**src/rtl/factor_judge_if.sv**
```systemverilog
// Handshake bundle between the question/input stages, factor_judge and JOIN.
// STATE carries the judge FSM encoding for observation only.
interface factor_judge_if #(
  parameter int W = 8
);
  logic             QUE;
  logic [2*W-1:0]   TARGET;
  logic [W-1:0]     FA_IN;
  logic [W-1:0]     FB_IN;
  logic             SUBMIT;
  logic             OPP_DONE;
  logic [1:0]       JUDG;
  logic [1:0]       WRONG;
  logic             BUSY;
  logic [1:0]       STATE;

  // SUBMIT and OPP_DONE are single-cycle pulses sampled on the rising clock;
  // SUBMIT is accepted only while BUSY is low and a question is open, and
  // JUDG/WRONG are single-cycle registered verdict pulses.
  modport master (
    output QUE, TARGET, FA_IN, FB_IN, SUBMIT, OPP_DONE,
    input  JUDG, WRONG, BUSY, STATE
  );

  modport slave (
    input  QUE, TARGET, FA_IN, FB_IN, SUBMIT, OPP_DONE,
    output JUDG, WRONG, BUSY, STATE
  );
endinterface

```
**src/rtl/factor_judge.sv**
```systemverilog
// Answer judge for the factorization game: shift-add multiply of the submitted
// factors, compare with the latched composite, arbitrate vs. the opponent, time out.
module factor_judge #(
  parameter int W       = 8,
  parameter int TIMEOUT = 1000
) (
  input logic           CLK,
  input logic           RST,
  factor_judge_if.slave bus
);
  localparam int TW = $clog2(TIMEOUT + 1);
  localparam int CW = $clog2(W + 1);

  typedef enum logic [1:0] {
    S_IDLE  = 2'd0,
    S_WAIT  = 2'd1,
    S_MULT  = 2'd2,
    S_CHECK = 2'd3
  } state_t;

  state_t           state_q, state_d;
  logic             que_q;
  logic [2*W-1:0]   target_q, target_d;
  logic [2*W-1:0]   prod_q, prod_d;
  logic [2*W-1:0]   fa_q, fa_d;
  logic [W-1:0]     fb_q, fb_d;
  logic [CW-1:0]    cnt_q, cnt_d;
  logic [TW-1:0]    timer_q, timer_d;
  logic             ok_q, ok_d;
  logic             pend_q, pend_d;
  logic             lose_q, lose_d;
  logic [1:0]       judg_q, judg_d;
  logic [1:0]       wrong_q, wrong_d;
  logic             busy_q, busy_d;
  logic             pend_now;
  logic             correct;

  assign pend_now = pend_q | bus.OPP_DONE;
  // Factors are shifted during MULT, so the >=2 test is captured at submit time.
  assign correct  = (prod_q == target_q) && ok_q;

  always_comb begin
    state_d  = state_q;
    target_d = target_q;
    prod_d   = prod_q;
    fa_d     = fa_q;
    fb_d     = fb_q;
    cnt_d    = cnt_q;
    timer_d  = timer_q;
    ok_d     = ok_q;
    pend_d   = pend_q;
    lose_d   = lose_q;
    judg_d   = 2'b00;
    wrong_d  = 2'b00;
    case (state_q)
      S_IDLE: begin
        pend_d = 1'b0;
        lose_d = 1'b0;
        if (bus.QUE && !que_q) begin
          target_d = bus.TARGET;
          timer_d  = TW'(TIMEOUT);
          state_d  = S_WAIT;
        end
      end
      S_WAIT: begin
        if (!bus.QUE) begin
          pend_d  = 1'b0;
          state_d = S_IDLE;
        end else if (bus.OPP_DONE) begin
          judg_d  = 2'b10;
          state_d = S_IDLE;
        end else if (bus.SUBMIT) begin
          fa_d    = {{W{1'b0}}, bus.FA_IN};
          fb_d    = bus.FB_IN;
          prod_d  = '0;
          cnt_d   = CW'(W);
          ok_d    = (bus.FA_IN >= W'(2)) && (bus.FB_IN >= W'(2));
          state_d = S_MULT;
        end else if (timer_q == TW'(1)) begin
          wrong_d = 2'b10;
          timer_d = TW'(TIMEOUT);
        end else begin
          timer_d = timer_q - TW'(1);
        end
      end
      S_MULT: begin
        if (!bus.QUE) begin
          pend_d  = 1'b0;
          state_d = S_IDLE;
        end else begin
          pend_d = pend_now;
          if (fb_q[0]) prod_d = prod_q + fa_q;
          fa_d  = fa_q << 1;
          fb_d  = fb_q >> 1;
          cnt_d = cnt_q - CW'(1);
          if (cnt_q == CW'(1)) state_d = S_CHECK;
        end
      end
      S_CHECK: begin
        if (!bus.QUE) begin
          pend_d  = 1'b0;
          lose_d  = 1'b0;
          state_d = S_IDLE;
        end else if (lose_q) begin
          // Second CHECK cycle after a wrong answer that lost the race.
          judg_d  = 2'b10;
          pend_d  = 1'b0;
          lose_d  = 1'b0;
          state_d = S_IDLE;
        end else if (correct) begin
          judg_d  = 2'b01;
          pend_d  = 1'b0;
          state_d = S_IDLE;
        end else begin
          wrong_d = 2'b01;
          timer_d = TW'(TIMEOUT);
          if (pend_now) begin
            lose_d = 1'b1;
            pend_d = 1'b1;
          end else begin
            state_d = S_WAIT;
          end
        end
      end
      default: state_d = S_IDLE;
    endcase
    busy_d = (state_d == S_MULT) || (state_d == S_CHECK);
  end

  always_ff @(posedge CLK or negedge RST) begin
    if (!RST) begin
      state_q  <= S_IDLE;
      que_q    <= 1'b0;
      target_q <= '0;
      prod_q   <= '0;
      fa_q     <= '0;
      fb_q     <= '0;
      cnt_q    <= '0;
      timer_q  <= '0;
      ok_q     <= 1'b0;
      pend_q   <= 1'b0;
      lose_q   <= 1'b0;
      judg_q   <= 2'b00;
      wrong_q  <= 2'b00;
      busy_q   <= 1'b0;
    end else begin
      state_q  <= state_d;
      que_q    <= bus.QUE;
      target_q <= target_d;
      prod_q   <= prod_d;
      fa_q     <= fa_d;
      fb_q     <= fb_d;
      cnt_q    <= cnt_d;
      timer_q  <= timer_d;
      ok_q     <= ok_d;
      pend_q   <= pend_d;
      lose_q   <= lose_d;
      judg_q   <= judg_d;
      wrong_q  <= wrong_d;
      busy_q   <= busy_d;
    end
  end

  assign bus.JUDG  = judg_q;
  assign bus.WRONG = wrong_q;
  assign bus.BUSY  = busy_q;
  assign bus.STATE = state_q;
endmodule

```
**src/flat_wrapper.sv**
```systemverilog
// flat-port wrapper written by rule: the top's interface ports become plain ports
module factor_judge_flat 
#(
  parameter int W       = 8,
  parameter int TIMEOUT = 1000
)
  (CLK, RST, bus_QUE, bus_TARGET, bus_FA_IN, bus_FB_IN, bus_SUBMIT, bus_OPP_DONE, bus_JUDG, bus_WRONG, bus_BUSY, bus_STATE);
  factor_judge_if #(.W(W)) bus_i ();
  input logic CLK;
  input logic RST;
  input wire logic [$bits(bus_i.QUE)-1:0] bus_QUE;
  input wire logic [$bits(bus_i.TARGET)-1:0] bus_TARGET;
  input wire logic [$bits(bus_i.FA_IN)-1:0] bus_FA_IN;
  input wire logic [$bits(bus_i.FB_IN)-1:0] bus_FB_IN;
  input wire logic [$bits(bus_i.SUBMIT)-1:0] bus_SUBMIT;
  input wire logic [$bits(bus_i.OPP_DONE)-1:0] bus_OPP_DONE;
  output wire logic [$bits(bus_i.JUDG)-1:0] bus_JUDG;
  output wire logic [$bits(bus_i.WRONG)-1:0] bus_WRONG;
  output wire logic [$bits(bus_i.BUSY)-1:0] bus_BUSY;
  output wire logic [$bits(bus_i.STATE)-1:0] bus_STATE;
  assign bus_i.QUE = bus_QUE;
  assign bus_i.TARGET = bus_TARGET;
  assign bus_i.FA_IN = bus_FA_IN;
  assign bus_i.FB_IN = bus_FB_IN;
  assign bus_i.SUBMIT = bus_SUBMIT;
  assign bus_i.OPP_DONE = bus_OPP_DONE;
  assign bus_JUDG = bus_i.JUDG;
  assign bus_WRONG = bus_i.WRONG;
  assign bus_BUSY = bus_i.BUSY;
  assign bus_STATE = bus_i.STATE;
  factor_judge #(.W(W), .TIMEOUT(TIMEOUT)) u_core (.CLK(CLK), .RST(RST), .bus(bus_i));
endmodule
```
**config.mk**
```make
export PLATFORM = sky130hd
export DESIGN_NAME = factor_judge_flat
export DESIGN_NICKNAME = d
export VERILOG_FILES = /design/src/rtl/factor_judge_if.sv /design/src/rtl/factor_judge.sv /design/src/flat_wrapper.sv
export SDC_FILE = /design/constraint.sdc
export NUM_CORES = 1
export LEC_CHECK = 0
export CAP_MARGIN = 30
export CORE_MARGIN = 3
export CORE_UTILIZATION = 58
export DETAILED_ROUTE_END_ITERATION = 8
export GPL_TIMING_DRIVEN = 0
export PLACE_DENSITY = 0.81
export SYNTH_ARGS = -nofsm -noshare
export SYNTH_HDL_FRONTEND = slang
export SYNTH_SLANG_ARGS = --single-unit
export TNS_END_PERCENT = 5
```
**constraint.sdc**
```tcl
create_clock -name CLK -period 3.2 [get_ports CLK]
set_input_delay 0.32 -clock CLK [delete_from_list [all_inputs] [get_ports CLK]]
set_output_delay 0.32 -clock CLK [all_outputs]
set_load 0.05 [all_outputs]
```
==> impl_metrics.env <==
export IMPL_status="complete, no violations"
export IMPL_power_density_nw_per_um2=793.1
export IMPL_seqPwrFrac=0.391
export IMPL_fp_dieArea_um2=8986
export IMPL_ant_nets=0
export IMPL_finalPower_mw=4.250
export IMPL_place_inst=593
export IMPL_async_flop_share=1.000
export IMPL_rr_worst_depth=8
export IMPL_synth_edf_count=0
export IMPL_avgRoutedWirePerCell_um=15.93
export IMPL_clkLatencyLatePin_ns=0.36
export IMPL_cts_setup_buffers=0
export IMPL_root_buffer="clkbuf_8"
export IMPL_wirelength_mm=9.702
export IMPL_tightest_slew_ns=0.9521
export IMPL_clock_sinks=81
export IMPL_grt_pass1_vias=3515
export IMPL_yosysSeqAreaShare=0.4432
export IMPL_clkPwrFrac=0.177
export IMPL_reg2reg_setup_slack_ns=0.54
export IMPL_ios=44
export IMPL_power_frac_comb=0.431
export IMPL_rsz0062_at_grt="false"
export IMPL_vias=3568
export IMPL_slew_viol_final=0
export IMPL_ys_flop_type="dfrtp_1"
export IMPL_dp_slack_ns=0.5795
export IMPL_yosys_top_cells_count="dfrtp_1, nand2_1, o21ai_0"
export IMPL_postSynthAreaPerCell_um2=10.16
export IMPL_path_clk_slew_ns=0.08
export IMPL_p_leak_nw=2.389
export IMPL_grt_overflow=0
export IMPL_core_area_um2=7447
export IMPL_critical_path_required_ns=3.43
export IMPL_syn_area_um2=4573
export IMPL_layout_drive_gt1_share=0.1176
export IMPL_crit_path_start_kind="register"
export IMPL_syn_inst=450
export IMPL_peakVddDrop_mv=0.4431
export IMPL_fmax_ghz=0.3754
export IMPL_cp_max_fo=4
export IMPL_die_w_um=94.80
export IMPL_switching_share=0.3983
export IMPL_fin_util=0.7196
export IMPL_first_pass_iters=5
export IMPL_gp_congestion=0.9088
export IMPL_finalHoldViolCount=0
export IMPL_io_buffers=43
export IMPL_rows=31
export IMPL_ys_seq_elements=81
export IMPL_crit_start="u_core.fa_q[0]$_DFFE_PN0P_"
export IMPL_cp_end_kind="register"
export IMPL_yosys_cell_types_count=66
export IMPL_yosysMostFrequentCell="dfrtp_1"
export IMPL_initial_core_util=0.6141
export IMPL_grt_max_degree=62
export IMPL_cp_data_arrival_time_ns=2.89
export IMPL_r2r_start="u_core.fa_q[0]$_DFFE_PN0P_"
export IMPL_synth_nets=512
export IMPL_r2r_end="u_core.prod_q[12]$_DFFE_PN0P_"
export IMPL_drc=0
export IMPL_yosys_warnings=0
export IMPL_grt_pass1_wl_mm=16.39
export IMPL_hold_path_class="input port to asynchronous set/reset pin"
export IMPL_max_cap_violations=0
export IMPL_post_synth_top_area_fraction=0.4432
export IMPL_cts_resized=0
export IMPL_power_internal_mw=2.557
export IMPL_fin_crit_sh=0.8325
export IMPL_cts_path_max_buffers=2
export IMPL_tns_ns=0
export IMPL_synth_largest_area_cell="dfrtp_1"
export IMPL_slew_limit_headroom=0.3647
export IMPL_hold_buffers=1
export IMPL_stdcell_count=609
export IMPL_vias_per_cell=5.859
export IMPL_grt_usage=0.2340
export IMPL_hpwl_mm=7.292
export IMPL_endpoint="u_core.prod_q[12]$_DFFE_PN0P_"
export IMPL_timing_final_ws_setup_ns=0.5361
export IMPL_setup_viol=0
export IMPL_antenna_cells=0
export IMPL_syn_to_final_growth_pct=17.18
export IMPL_drtIter0Drc=220
export IMPL_switchingPower_mw=1.693
export IMPL_htree_levels=3
export IMPL_crit_type="register to register"
export IMPL_post_route_min_period_ns=2.664
export IMPL_cts_buffers=9
export IMPL_antenna_found_initial=0
export IMPL_die_h_um=94.80
export IMPL_tritoncts="done"
export IMPL_synth_area_leaders="dfrtp_1, ha_1, nand2_1"
export IMPL_final_nets=568
export IMPL_skew_ns=0.01159
-- through the flow --
stage	area [µm²]	hold WS, ns
after floorplan	4573	0.02441
after global placement	5127	0.4448
after detailed placement	5152	0.2232
after CTS	5359	0.3816
after global routing	5359	0.4025
final	5359	0.3849
-- worst min path at each step --
stage / start / end / slack [ns] / cells after the start
CTS: RST / u_core.timer_q[2]$_DFFE_PN0P_ / 0.38 / 2
floorplan: RST / u_core.bus.BUSY$_DFF_PN0_ / 0.02 / 0
finish: RST / u_core.timer_q[2]$_DFFE_PN0P_ / 0.38 / 2
global placement: u_core.timer_q[9]$_DFFE_PN0P_ / u_core.timer_q[9]$_DFFE_PN0P_ / 0.44 / 1
global route: RST / u_core.timer_q[2]$_DFFE_PN0P_ / 0.40 / 2
detailed placement: RST / u_core.timer_q[2]$_DFFE_PN0P_ / 0.22 / 1
-- cells by family (layout without fill, tap and decap cells) --
| logic type | Yosys count | after routing | synth area share |
|---|---|---|---|
| buffers and inverters | 28 | 88 | 0.02681 |
| flip-flops | 81 | 81 | 0.4432 |
| AND/OR/NAND/NOR | 142 | 142 | 0.1538 |
| multiplexers | 31 | 31 | 0.07223 |
| adder cells (fa/ha/maj) | 25 | 25 | 0.07004 |
| AO/OA/AOI/OAI | 117 | 117 | 0.1841 |
| XOR/XNOR | 26 | 26 | 0.04980 |
-- cells in the final DEF (no fill, tap or decap), types with 4 or more instances in the layout --
cell type and n:
nor3_1 9, dfrtp_1 81, mux2i_1 15, clkbuf_8 11, clkdlybuf4s50_1 42, nand2b_1 5, nor2b_1 4, a21o_1 6
nand3_1 14, o21a_1 4, xor2_1 21, mux2_2 16, a21oi_1 15, o21ai_0 40, o21bai_1 4, o31ai_1 10
a22o_1 5, xnor2_1 5, nand2_1 54, ha_1 24, nor2_1 27, buf_2 8, and3_1 4, inv_1 10
clkbuf_1 10, a211oi_1 4
-- critical path: stages, from the launching register on --
cell       delay, ns
dfrtp_1         0.44
ha_1            0.27
fa_1            0.41
a21o_1          0.21
a221oi_2        0.36
o21ai_2         0.14
o31a_4          0.33
a2111oi_4       0.31
a211oi_1        0.07
-- per-layer routing --
layer	routed length, µm	track usage	part of all wire
met4	151	0.08534	0.016
met5	0	0	0
met3	474	0.04382	0.049
met1	4605	0.3233	0.47
met2	4471	0.3688	0.46
-- power by group through the flow --
stage / logic (mW) / clock network (mW) / registers, mW
finish: 1.83 / 0.754 / 1.66
global route: 2.04 / 0.805 / 1.71
CTS: 1.83 / 0.765 / 1.66
detailed placement: 1.82 / 0 / 1.67
global placement: 1.75 / 0 / 1.66
floorplan: 1.35 / 0 / 1.65
-- cell type report --
type | instances | area [µm²]
Buffer | 18 | 85.08
Multi-Input combinational cell | 341 | 2424
Sequential cell | 81 | 2027
Tap cell | 99 | 123.9
Clock buffer | 13 | 158.9
Clock inverter | 2 | 37.54
Inverter | 10 | 37.54
Fill cell | 572 | 2088
Timing Repair Buffer | 45 | 465.4
-- state kept, by name, summed over array words and instances (netlist names) --
signal,count
u_core.bus.BUSY,1
u_core.bus.JUDG,2
u_core.bus.STATE,2
u_core.bus.WRONG,2
u_core.cnt_q,4
u_core.fa_q,16
u_core.fb_q,8
u_core.lose_q,1
u_core.ok_q,1
u_core.pend_q,1
u_core.prod_q,16
u_core.que_q,1
u_core.target_q,16
u_core.timer_q,10
(Power assumes the default switching activity.)
